`src/rtl/dac_bank_scheduler.sv`:
```
// dac_bank_scheduler
//   Double-buffered DAC playback scheduler. The sample BRAM is split into two
//   banks selected by the MSB of the read address. The active bank is streamed
//   to the DAC in a loop. Bank swaps are only taken at a loop boundary, so the
//   idle bank can be rewritten by the CPU without glitches.
//   mem_data_i packs both channels as {ch1[13:0], ch0[13:0]}.
//   Optional build macro: DAC_SCHED_IRQ_EN adds a sticky interrupt flag
//   (irq_o / irq_clr_i) that is set by swap_ack_o or done_o.

module dac_bank_scheduler #(
    parameter int ADDR_WIDTH = 11
) (
    input  logic                  clk,
    input  logic                  rst_n,
    input  logic                  en_i,
    input  logic [ADDR_WIDTH-1:0] len0_i,
    input  logic [ADDR_WIDTH-1:0] len1_i,
    input  logic [15:0]           loops_i,
    input  logic                  swap_req_i,
    output logic                  swap_ack_o,
    output logic                  active_bank_o,
    output logic                  busy_o,
    output logic                  done_o,
    output logic [ADDR_WIDTH:0]   mem_addr_o,
    output logic                  mem_rd_en_o,
    input  logic [27:0]           mem_data_i,
    output logic [13:0]           dac_ch0_o,
    output logic [13:0]           dac_ch1_o,
`ifdef DAC_SCHED_IRQ_EN
    output logic                  irq_o,
    input  logic                  irq_clr_i,
`endif
    output logic                  dac_valid_o
);

    typedef enum logic [1:0] {
        ST_IDLE = 2'd0,
        ST_RUN  = 2'd1,
        ST_DONE = 2'd2
    } state_t;

    // Control registers
    state_t                r_state;
    logic                  r_bank;
    logic [ADDR_WIDTH-1:0] r_addr_cnt;
    logic [ADDR_WIDTH-1:0] r_len_q;
    logic [15:0]           r_loop_cnt;
    logic                  r_swap_pend;
    logic                  r_swap_ack;
    logic                  r_done;

    // Output pipeline registers
    logic                  r_rd_d1;
    logic                  r_dac_valid;
    logic [13:0]           r_dac_ch0;
    logic [13:0]           r_dac_ch1;

    // Next-state values
    state_t                w_state_next;
    logic                  w_bank_next;
    logic [ADDR_WIDTH-1:0] w_addr_next;
    logic [ADDR_WIDTH-1:0] w_len_next;
    logic [15:0]           w_loop_next;
    logic                  w_pend_next;
    logic                  w_ack_next;
    logic                  w_done_next;

    logic [ADDR_WIDTH-1:0] w_len_active;
    logic [ADDR_WIDTH-1:0] w_len_other;
    logic                  w_wrap;
    logic                  w_pend_eff;
    logic [15:0]           w_loop_inc;

    assign w_len_active = r_bank ? len1_i : len0_i;
    assign w_len_other  = r_bank ? len0_i : len1_i;
    assign w_wrap       = (r_addr_cnt == (r_len_q - ADDR_WIDTH'(1)));
    // A request arriving on the boundary cycle itself is honoured at that boundary
    assign w_pend_eff   = r_swap_pend | swap_req_i;
    assign w_loop_inc   = r_loop_cnt + 16'd1;

    // Next-state and control decode for the playback FSM
    always_comb begin
        w_state_next = r_state;
        w_bank_next  = r_bank;
        w_addr_next  = r_addr_cnt;
        w_len_next   = r_len_q;
        w_loop_next  = r_loop_cnt;
        w_pend_next  = r_swap_pend;
        w_ack_next   = 1'b0;
        w_done_next  = 1'b0;

        case (r_state)
            ST_IDLE: begin
                w_addr_next = '0;
                // A swap in IDLE takes priority; playback starts on the next cycle
                if (swap_req_i) begin
                    w_bank_next = ~r_bank;
                    w_ack_next  = 1'b1;
                end else if (en_i && (w_len_active != '0)) begin
                    w_state_next = ST_RUN;
                    w_len_next   = w_len_active;
                    w_loop_next  = '0;
                end
            end

            ST_RUN: begin
                if (!en_i) begin
                    w_state_next = ST_IDLE;
                    w_addr_next  = '0;
                    w_pend_next  = 1'b0;
                    if (w_pend_eff) begin
                        w_bank_next = ~r_bank;
                        w_ack_next  = 1'b1;
                    end
                end else if (w_wrap) begin
                    w_addr_next = '0;
                    // Swap outranks loop-count completion at the same boundary
                    if (w_pend_eff) begin
                        w_bank_next = ~r_bank;
                        w_ack_next  = 1'b1;
                        w_pend_next = 1'b0;
                        w_len_next  = w_len_other;
                        w_loop_next = '0;
                        if (w_len_other == '0) begin
                            w_state_next = ST_IDLE;
                        end
                    end else begin
                        w_loop_next = w_loop_inc;
                        if ((loops_i != 16'd0) && (w_loop_inc == loops_i)) begin
                            w_state_next = ST_DONE;
                            w_done_next  = 1'b1;
                        end
                    end
                end else begin
                    w_addr_next = r_addr_cnt + ADDR_WIDTH'(1);
                    if (swap_req_i) begin
                        w_pend_next = 1'b1;
                    end
                end
            end

            ST_DONE: begin
                if (swap_req_i) begin
                    w_bank_next = ~r_bank;
                    w_ack_next  = 1'b1;
                end
                if (!en_i) begin
                    w_state_next = ST_IDLE;
                end
            end

            default: begin
                w_state_next = ST_IDLE;
                w_addr_next  = '0;
                w_pend_next  = 1'b0;
            end
        endcase
    end

    // Control state register
    always_ff @(posedge clk or negedge rst_n) begin
        if (!rst_n) begin
            r_state     <= ST_IDLE;
            r_bank      <= 1'b0;
            r_addr_cnt  <= '0;
            r_len_q     <= '0;
            r_loop_cnt  <= '0;
            r_swap_pend <= 1'b0;
            r_swap_ack  <= 1'b0;
            r_done      <= 1'b0;
        end else begin
            r_state     <= w_state_next;
            r_bank      <= w_bank_next;
            r_addr_cnt  <= w_addr_next;
            r_len_q     <= w_len_next;
            r_loop_cnt  <= w_loop_next;
            r_swap_pend <= w_pend_next;
            r_swap_ack  <= w_ack_next;
            r_done      <= w_done_next;
        end
    end

    // Align DAC outputs with BRAM read latency; zero the pins when no sample is present
    always_ff @(posedge clk or negedge rst_n) begin
        if (!rst_n) begin
            r_rd_d1     <= 1'b0;
            r_dac_valid <= 1'b0;
            r_dac_ch0   <= '0;
            r_dac_ch1   <= '0;
        end else begin
            r_rd_d1     <= (r_state == ST_RUN);
            r_dac_valid <= r_rd_d1;
            r_dac_ch0   <= r_rd_d1 ? mem_data_i[13:0]  : 14'd0;
            r_dac_ch1   <= r_rd_d1 ? mem_data_i[27:14] : 14'd0;
        end
    end

`ifdef DAC_SCHED_IRQ_EN
    logic r_irq;

    // Sticky interrupt flag; a new event beats a simultaneous clear
    always_ff @(posedge clk or negedge rst_n) begin
        if (!rst_n) begin
            r_irq <= 1'b0;
        end else if (r_swap_ack || r_done) begin
            r_irq <= 1'b1;
        end else if (irq_clr_i) begin
            r_irq <= 1'b0;
        end
    end

    assign irq_o = r_irq;
`endif

    assign swap_ack_o    = r_swap_ack;
    assign active_bank_o = r_bank;
    assign busy_o        = (r_state == ST_RUN);
    assign done_o        = r_done;
    assign mem_addr_o    = {r_bank, r_addr_cnt};
    assign mem_rd_en_o   = (r_state == ST_RUN);
    assign dac_ch0_o     = r_dac_ch0;
    assign dac_ch1_o     = r_dac_ch1;
    assign dac_valid_o   = r_dac_valid;

endmodule

```
`config.mk`:
```
export PLATFORM = sky130hd
export DESIGN_NAME = dac_bank_scheduler
export DESIGN_NICKNAME = d
export VERILOG_FILES = /design/src/rtl/dac_bank_scheduler.sv
export SDC_FILE = /design/constraint.sdc
export NUM_CORES = 1
export LEC_CHECK = 0
export ABC_AREA = 1
export CAP_MARGIN = 20
export CORE_UTILIZATION = 50
export DETAILED_ROUTE_END_ITERATION = 7
export PLACE_DENSITY = 0.91
export SLEW_MARGIN = 25
export SYNTH_ARGS = -nofsm -noshare
export SYNTH_HDL_FRONTEND = slang
export SYNTH_SLANG_ARGS = --single-unit
```
`constraint.sdc`:
```
create_clock -name clk -period 2.6 [get_ports clk]
set_clock_uncertainty 0.05 [all_clocks]
set_input_delay 0.52 -clock clk [delete_from_list [all_inputs] [get_ports clk]]
set_output_delay 0.52 -clock clk [all_outputs]
set_load 0.005 [all_outputs]
```
==> metrics, run 1 <==
Row Count=35; Nets=867; largest net degree at the start of global routing=50; Synth Register Bits=74; Hold Path Class=in2async; Layout area overhead=31.1%; initial antenna violation count=0; unrepaired setup endpoints after global routing=no; internal power=2.94 mW; Residual DRC=0; Fin. Hold Viols=0; worst setup margin=0.213 ns; Mapped Area=0.00474 mm^2; Clk pin slew, worst setup/hold paths=0.09 ns; CTS tree=done; post-synth top area cell=dfrtp_1; Commonest cells post-synth=232 x nand2_1, 102 x inv_1, 74 x dfrtp_1; crit-path max FO=32; Seq pwr share=0.324; global route overflow=0; outcome=completed; Seq/Total Area, Yosys=0.391; layout cell share with drive strength beyond 1=0.0976; final critical-path share of the clock period=0.918; maximum VDD drop=0.490 mV; worst-path cell chain=inv_2 -> ha_1 -> nand2_1 -> nor2_1 -> nand2_2 -> or2_0 -> nand2_1 -> nand2_1 -> nor2_1 -> nand3_2 -> nand2_4 -> nand2_8 -> nand2_1 -> o21ai_2; delay of the slowest cell on the worst path=0.43 ns; count leader, synth=nand2_1; most frequent cell on the critical path=nand2_1; CP Launch Type=flop; Initial Util=0.516; reg2reg setup slack=0.21 ns; crit end category=flop; Reg2Reg Depth=14; Leak=3.04 nW; combinational power share=0.492; Sw Share=0.430; Slew HR=0.437; area of the core=0.00920 mm^2; area share of the largest cell type after synthesis=0.391; number of distinct library cells after synthesis=34; Syn Inst Count=678; Avg Inst Size Synth=6.99 um^2; Worst-Margin Slew=0.844 ns; Die Area=0.00988 mm^2; DRT Wirelength=11,800 um; worst-skew pair later-pin latency=0.36 ns; Net Count, Synth=751; asr flop ratio synth=1.00; pwr dens=828 mW/mm^2; total CTS buffers=9; Detailed Route Iter0 Violations=300; Max-Cap Viols=0; Clock Sink Count=74; Required @ worst endpoint=2.80 ns; placer congestion estimate=0.922; # IOs=116; Antenna diodes=0; Worst path slowest cell=dfrtp_1; worst r2r dst=r_loop_cnt[7]; Tot GR Track Use=0.251; post-route ant nets=0; vias in the first global route=4,447; clk root buf=clkbuf_8; EDFF count, synth=0; CTS H-tree depth=3; WHS=0.127 ns; Crit path arrival time=2.58 ns; CTS max path bufs=2; max frequency=419 MHz; Crit Path Category=reg2reg; Final Setup Violations=0; drt wl/cell=12.9 um; first-pass detailed-route iteration total=5; most common flop cell mapped by yosys=dfrtp_1; Post-CTS Setup Bufs=0; Die Wd=99.4 um; area of the multi-input gates=0.00240 mm^2; via/cell ratio=5.15; IO Port Bufs=115; global-route wire length before repair=19,700 um; Setup Slack @ Placement=0.0409 ns; switching power=2.21 mW; setup TNS=0 ns; vias post-DR=4,688; post-layout min period=2.39 ns; chip height=99.4 um; Yosys warning count=0; main area contributors after synthesis=dfrtp_1 39%, nand2_1 18%, inv_1 8.1%; r2r startpoint=r_len_q[0]; DP Wirelength=8900 um; fillers=747; clock share of power=0.184; Final Max Slew Viols=0; register area=0.00185 mm^2
-- area by class of cell --
| cell class | instances | area share |
|---|---|---|
| flip-flops and latches | 74 | 0.298 |
| inverters | 107 | 0.0646 |
| well taps | 111 | 0.0223 |
| clock buffers | 9 | 0.0199 |
| multi-input cells | 482 | 0.387 |
| clock inverters | 7 | 0.0135 |
| repair buffers | 120 | 0.195 |
-- flip-flops by register name, summed over array words and instances, names as in the netlist --
signal         count
active_bank_o      1
dac_ch0_o         14
dac_ch1_o         14
dac_valid_o        1
done_o             1
r_addr_cnt        11
r_len_q           11
r_loop_cnt        16
r_rd_d1            1
r_state            2
r_swap_pend        1
swap_ack_o         1
-- worst max-delay path by stage --
stage,startpoint,endpoint,slack (ns),cells past startpoint
floorplan,r_len_q[0],r_len_q[3],0.54,15
global placement,len0_i[1],r_len_q[3],0.15,10
detailed placement,len0_i[1],r_len_q[4],0.04,10
CTS,r_len_q[0],r_len_q[4],0.1,14
global route,r_loop_cnt[0],r_state[0],0.03,14
finish,r_len_q[0],r_loop_cnt[7],0.21,14
-- placed cells by master (no fill, tap or decap), drive strengths merged --
master and instances:
o21bai 2, clkdlybuf4s50 114, nand3b 3, nor2b 1
o22ai 2, xor2 16, buf 6, nand3 59
clkbuf 9, nand4 8, o2bb2ai 1, nor2 59
clkinv 1, o21a 2, xnor2 5, or2 1
mux2i 2, clkinvlp 1, o21ai 62, inv 111
ha 3, nor3 9, dfrtp 74, bufinv 1
nand2 242, a21oi 5
-- kinds of logic (layout without fill, tap and decap cells) --
family	after synthesis	count (layout)	share of synthesized area
buffers and inverters	123	243	0.108
AND/OR/NAND/NOR	381	382	0.345
AO/OA/AOI/OAI	74	74	0.105
XOR/XNOR	21	21	0.0388
adder cells (fa/ha/maj)	3	3	0.00792
flip-flops	74	74	0.391
multiplexers	2	2	0.00422
-- power by group through the flow --
stage	logic, mW	registers, mW	clock network, mW
after floorplan	1.74	1.61	0
after global placement	2.36	1.67	0
after detailed placement	2.44	1.69	0
after CTS	2.47	1.67	0.969
after global routing	2.83	1.71	1.02
final	2.53	1.67	0.948
-- critical path, delay by kind of cell, from the launching register on --
family / cells / cell delay [ns]
adder cells (fa/ha/maj): 1 / 0.20
buffers and inverters: 1 / 0.13
flip-flops: 1 / 0.43
AO/OA/AOI/OAI: 1 / 0.06
AND/OR/NAND/NOR: 11 / 1.38
-- routing by layer --
metal	part of all wire	track usage	up-vias
li1	-	-	2337
met1	0.42	0.298	2130
met2	0.49	0.430	184
met3	0.065	0.0604	37
met4	0.032	0.120	0
met5	0	0	-
-- per-stage QoR --
step / utilization / power, mW / instances / cell area, um^2
after global routing: 0.676 / 5.56 / 910 / 6220
after detailed placement: 0.650 / 4.13 / 893 / 5980
after floorplan: - / 3.36 / 678 / 4740
after CTS: 0.673 / 5.10 / 909 / 6190
final: 0.676 / 5.15 / 910 / 6220
after global placement: 0.650 / 4.03 / 893 / 5980
-- what timing repair did --
item	in CTS	in global routing
endpoints found under the setup margin	0	27
endpoints found under the hold margin	0	0
hold buffers	0	0
resized for setup	0	3
Note: power is estimated with default switching activity, not from simulation.
==> run 2, diff against run 1 <==
clock period = 2.4 ns   (was 2.6 ns; I/O delays follow)
==> metrics, run 2 (synthesized netlist as in run 1, its figures left out) <==
outcome=completed (unchanged); Worst-Margin Slew=0.854 ns (was 0.844 ns); Detailed Route Iter0 Violations=244 (was 300); combinational power share=0.496 (was 0.492); CTS H-tree depth=3 (unchanged); final critical-path share of the clock period=0.957; Nets=871 (was 867); clk root buf=clkbuf_8 (unchanged); Antenna diodes=0 (unchanged); delay of the slowest cell on the worst path=0.58 ns (was 0.43 ns); CP Launch Type=flop (unchanged); most frequent cells in the layout=232 x nand2_1, 114 x clkdlybuf4s50_1, 100 x inv_1, 74 x dfrtp_1, 54 x nand3_1 (was 232 x nand2_1, 114 x clkdlybuf4s50_1, 101 x inv_1, 74 x dfrtp_1, 55 x nand3_1); Residual DRC=0 (unchanged); Layout area overhead=32.3% (was 31.1%); global-route wire length before repair=19,700 um (about the same); IO Port Bufs=115 (unchanged); crit end category=output port (was flop); critical path's top delay family=buffers and inverters (was simple AND/OR/NAND/NOR gates); Clock Sink Count=74 (unchanged); area of the core=0.00920 mm^2 (unchanged); Required @ worst endpoint=1.87 ns (was 2.80 ns); vias post-DR=4,687 (was 4,688); Area after DPL=0.00602 mm^2 (was 0.00598 mm^2); switching power=2.41 mW (was 2.21 mW); CTS max path bufs=2 (unchanged); CTS tree=done (unchanged); post-layout min period=2.30 ns; clock share of power=0.185 (was 0.184); Worst path slowest cell=clkdlybuf4s50_1 (was dfrtp_1); largest net degree at the start of global routing=42 (was 50); Setup Slack @ Placement=-0.0359 ns (was 0.0409 ns); total CTS buffers=9 (unchanged); Clk pin slew, worst setup/hold paths=0.08 ns (was 0.09 ns); post-route ant nets=0 (unchanged); max reg flops=16 (unchanged); Row Count=35 (unchanged); maximum VDD drop=0.560 mV (was 0.490 mV); Die Wd=99.4 um (unchanged); placer congestion estimate=0.988 (was 0.922); Final Setup Violations=0 (unchanged); worst-path cell chain=inv_2 -> nor2_4 -> clkdlybuf4s50_1 (was inv_2 -> ha_1 -> nand2_1 -> nor2_1 -> nand2_2 -> or2_0 -> nand2_1 -> nand2_1 -> nor2_1 -> nand3_2 -> nand2_4 -> nand2_8 -> nand2_1 -> o21ai_2); hold-critical path depth=2; pwr dens=904 mW/mm^2 (was 828 mW/mm^2); Post-CTS Setup Bufs=0 (unchanged); reg2reg setup slack=0.17 ns (was 0.21 ns); Crit Path Category=reg2out (was reg2reg); Hold Path Class=reg2reg (was in2async); chip height=99.4 um (unchanged); largest register by flop count=r_loop_cnt (unchanged); internal power=3.26 mW (was 2.94 mW); initial antenna violation count=0 (unchanged); vias in the first global route=4,551 (was 4,447); Initial Util=0.516 (unchanged); fin area=0.00627 mm^2 (was 0.00622 mm^2); Buf+Inv Stages, Crit Path=2 (was 1); global route overflow=0 (unchanged); fillers=733 (was 747); Leak=3.07 nW (was 3.04 nW); drt wl/cell=12.9 um (about the same); Final Max Slew Viols=0 (unchanged); Slew HR=0.431 (was 0.437); Crit path arrival time=1.77 ns (was 2.58 ns); Sw Share=0.425 (was 0.430); worst hold start=r_len_q[1]; DRT Wirelength=11,800 um (about the same); most common cell after layout, fill and taps aside=nand2_1 (unchanged); worst setup margin=0.103 ns (was 0.213 ns); r2r startpoint=r_len_q[1] (was r_len_q[0]); Fin. Hold Viols=0 (unchanged); post-layout util=0.682 (was 0.676); Seq pwr share=0.320 (was 0.324); Tot GR Track Use=0.250 (was 0.251); worst-skew pair later-pin latency=0.36 ns (about the same); max frequency=435 MHz; Reg2Reg Depth=15 (was 14); Max-Cap Viols=0 (unchanged); Die Area=0.00988 mm^2 (unchanged); layout cell share with drive strength beyond 1=0.107 (was 0.0976); DP Wirelength=9190 um (was 8900 um); # IOs=116 (unchanged); first-pass detailed-route iteration total=5 (unchanged); worst r2r dst=r_loop_cnt[8] (was r_loop_cnt[7]); crit-path max FO=11 (was 32); via/cell ratio=5.13 (was 5.15); Worst Hold Path EP=r_len_q[1]
-- run 2: how the worst max path moves through the flow --
stage	slack [ns]	startpoint	endpoint	depth (start not counted)
floorplan	0.34	r_len_q[0]	r_len_q[3]	15
global placement	0.06	len0_i[1]	r_len_q[0]	10
detailed placement	-0.04	len1_i[8]	r_len_q[3]	10
CTS	0.03	r_len_q[0]	r_len_q[3]	14
global route	-0.02	r_len_q[1]	r_len_q[5]	14
finish	0.10	r_state[0]	mem_rd_en_o	3
-- run 2: metrics by stage --
step           hold WS [ns]  cells  setup TNS, ns  power (mW)
2_1_floorplan         0.134    678              0        3.63
3_3_place_gp          0.379    896              0        4.44
3_5_place_dp          0.384    896         -0.173        4.58
4_1_cts               0.463    913              0        5.64
5_1_grt               0.487    914        -0.0402        6.09
6_report              0.464    914              0        5.67
-- run 2: repair_timing --
action / 4_1_cts / 5_1_grt
hold endpoints to repair: 24 / 0
hold buffers: 1 / 0
gates resized for setup: 0 / 8
setup endpoints to repair: 0 / 19
-- run 2: per-layer routing --
layer,up-vias,routed length [um],GRT usage
met5,-,0,0
met4,0,296,0.117
met3,28,673,0.0548
met2,163,6010,0.441
met1,2148,4810,0.291
li1,2348,-,-
-- run 2: tightest hold or removal path, cell delays in order (launching register included) --
cell and delay [ns]:
dfrtp_1 0.37, nand2_1 0.07, o21ai_2 0.05
-- run 2: area by class of cell --
class	count	area (um^2)	share of cell area
clock buffers	9	124	0.0197
repair buffers	124	1260	0.200
clock inverters	7	87.6	0.0140
multi-input cells	482	2410	0.385
inverters	107	402	0.0640
well taps	111	139	0.0221
flip-flops and latches	74	1850	0.295
-- run 2: power by group through the flow --
stage / Sequential [mW] / Combinational, mW / Clock, mW
after floorplan: 1.75 / 1.89 / 0
after global placement: 1.82 / 2.63 / 0
after detailed placement: 1.84 / 2.74 / 0
after CTS: 1.81 / 2.76 / 1.07
after global routing: 1.86 / 3.10 / 1.13
final: 1.81 / 2.81 / 1.05
==> run 3, diff against run 2 <==
REMOVE_ABC_BUFFERS = 1   (was not set)
==> metrics, run 3 (synthesized netlist as in run 1, its figures left out) <==
Final Max Slew Viols=0 (unchanged); max frequency=429 MHz (was 435 MHz); IO Port Bufs=115 (unchanged); largest register by flop count=r_loop_cnt (unchanged); Layout area overhead=34.1% (was 32.3%); WHS=0.0381 ns (was 0.464 ns); DP Wirelength=9300 um (was 9190 um); largest net degree at the start of global routing=39 (was 42); clk root buf=clkbuf_8 (unchanged); worst-skew pair later-pin latency=0.36 ns (about the same); maximum VDD drop=0.757 mV (was 0.560 mV); Setup Slack @ Placement=-0.0847 ns (was -0.0359 ns); DRT Wirelength=12,700 um (was 11,800 um); global-route wire length before repair=20,000 um (was 19,700 um); failing checks=DRC; placer congestion estimate=0.941 (was 0.988); Residual DRC=1 (was 0); post-layout util=0.691 (was 0.682); pwr dens=928 mW/mm^2 (was 904 mW/mm^2); most frequent cells in the layout=232 x nand2_1, 114 x clkdlybuf4s50_1, 101 x inv_1, 73 x dfrtp_1, 54 x nand3_1 (was 232 x nand2_1, 114 x clkdlybuf4s50_1, 100 x inv_1, 74 x dfrtp_1, 54 x nand3_1); Worst-Margin Slew=0.854 ns (about the same); met3 routed WL=650 um (was 673 um); layout cell share with drive strength beyond 1=0.115 (was 0.107); outcome=finished with violations (was completed); Antenna diodes=0 (unchanged); vias post-DR=4,849 (was 4,687); chip height=99.4 um (unchanged); met1 wire length=5140 um (was 4810 um); most common cell after layout, fill and taps aside=nand2_1 (unchanged); crit end category=flop (was output port); total CTS buffers=9 (unchanged); drt wl/cell=13.8 um (was 12.9 um); Nets=876 (was 871); # IOs=116 (unchanged); Fin. Hold Viols=0 (unchanged); Placed Instances=894 (was 896); Die Area=0.00988 mm^2 (unchanged); Initial Util=0.516 (unchanged); worst setup margin=0.0665 ns (was 0.103 ns); Crit Path Category=reg2reg (was reg2out); Required @ worst endpoint=2.62 ns (was 1.87 ns); Final Setup Violations=0 (unchanged); Leak=3.10 nW (was 3.07 nW); post-route ant nets=0 (unchanged); CP Launch Type=flop (unchanged); Clk pin slew, worst setup/hold paths=0.09 ns (was 0.08 ns); Area after DPL=0.00599 mm^2 (was 0.00602 mm^2); final critical-path share of the clock period=0.972 (was 0.957); Detailed Route Iter0 Violations=306 (was 244); Power Total=5.90 mW (was 5.67 mW); vias in the first global route=4,552 (was 4,551); number of hold buffers added after cts=0 (was 1); crit-path max FO=6 (was 11); Top Metal Used=met4 (unchanged); first-pass detailed-route iteration total=7 (was 5); CTS max path bufs=2 (unchanged); Row Count=35 (unchanged); Max-Cap Viols=0 (unchanged); global route overflow=0 (unchanged); CTS H-tree depth=3 (unchanged); Tot GR Track Use=0.253 (was 0.250); max reg flops=16 (unchanged); CTS tree=done (unchanged); reg2reg setup slack=0.07 ns (was 0.17 ns); area of the core=0.00920 mm^2 (unchanged); post-layout min period=2.33 ns (was 2.30 ns); Slew HR=0.431 (about the same); unrepaired setup endpoints after global routing=yes; via/cell ratio=5.28 (was 5.13); Crit path arrival time=2.56 ns (was 1.77 ns); Detail Route met2 WL=6560 um (was 6010 um); Cell Count, Final, Fillers Out=919 (was 914); setup TNS=0 ns (unchanged); initial antenna violation count=0 (unchanged); Hold Path Class=in2async (was reg2reg); Die Wd=99.4 um (unchanged); Clock Sink Count=74 (unchanged); fin area=0.00636 mm^2 (was 0.00627 mm^2)
run 3: changes by cell type in the layout (fill, tap and decap cells not counted), moves of 2 or more:
cell     change
nand2_8      +3
inv_8        -2
nand2_4      -2
nand3_4      +2
buf_4        +3
run 3: critical path: stages, from the launching register on:
cell	delay (ns)
dfrtp_1	0.41
inv_1	0.10
buf_4	0.13
nand3_2	0.11
nor2_2	0.18
xor2_1	0.26
nand3_2	0.13
nor2_2	0.18
nand3_4	0.15
nand2_8	0.19
nand3_2	0.20
o21ai_2	0.18
run 3: final timing paths:
path | cells after the start | startpoint | to
max | 11 | r_len_q[0] | r_len_q[5]
min | 1 | rst_n | r_state[0]
max reg2reg | 11 | r_len_q[0] | r_len_q[5]
min reg2reg | 2 | r_swap_pend | r_swap_pend
max in group asynchronous | 2 | rst_n | dac_ch0_o[2]
min in group clk | 2 | r_swap_pend | r_swap_pend
run 3: area by class of cell:
class                      count  area, um^2
timing repair buffer         126        1270
sequential                    74        1850
tap                          111         139
fill                         727        2840
clock inverter                 6        72.6
clock buffer                  10         138
multi-input combinational    485        2490
inverter                     107         402
run 3: report_power, final:
| group | switching [mW] | total, mW | internal, mW |
|---|---|---|---|
| registers | 0.306 | 1.84 | 1.53 |
| clock network | 0.511 | 1.03 | 0.521 |
| logic | 1.75 | 3.03 | 1.28 |
| total | 2.57 | 5.90 | 3.34 |
run 3: per-layer routing:
| metal | up-vias | track usage |
|---|---|---|
| met1 | 2284 | 0.303 |
| li1 | 2367 | - |
| met3 | 32 | 0.0387 |
| met2 | 166 | 0.445 |
| met4 | 0 | 0.126 |
| met5 | - | 0 |
run 3: timing repair:
item,in CTS,in global routing
resized for setup,0,13
setup endpoints to repair,0,29
hold endpoints to repair,0,0
buffers inserted,0,5
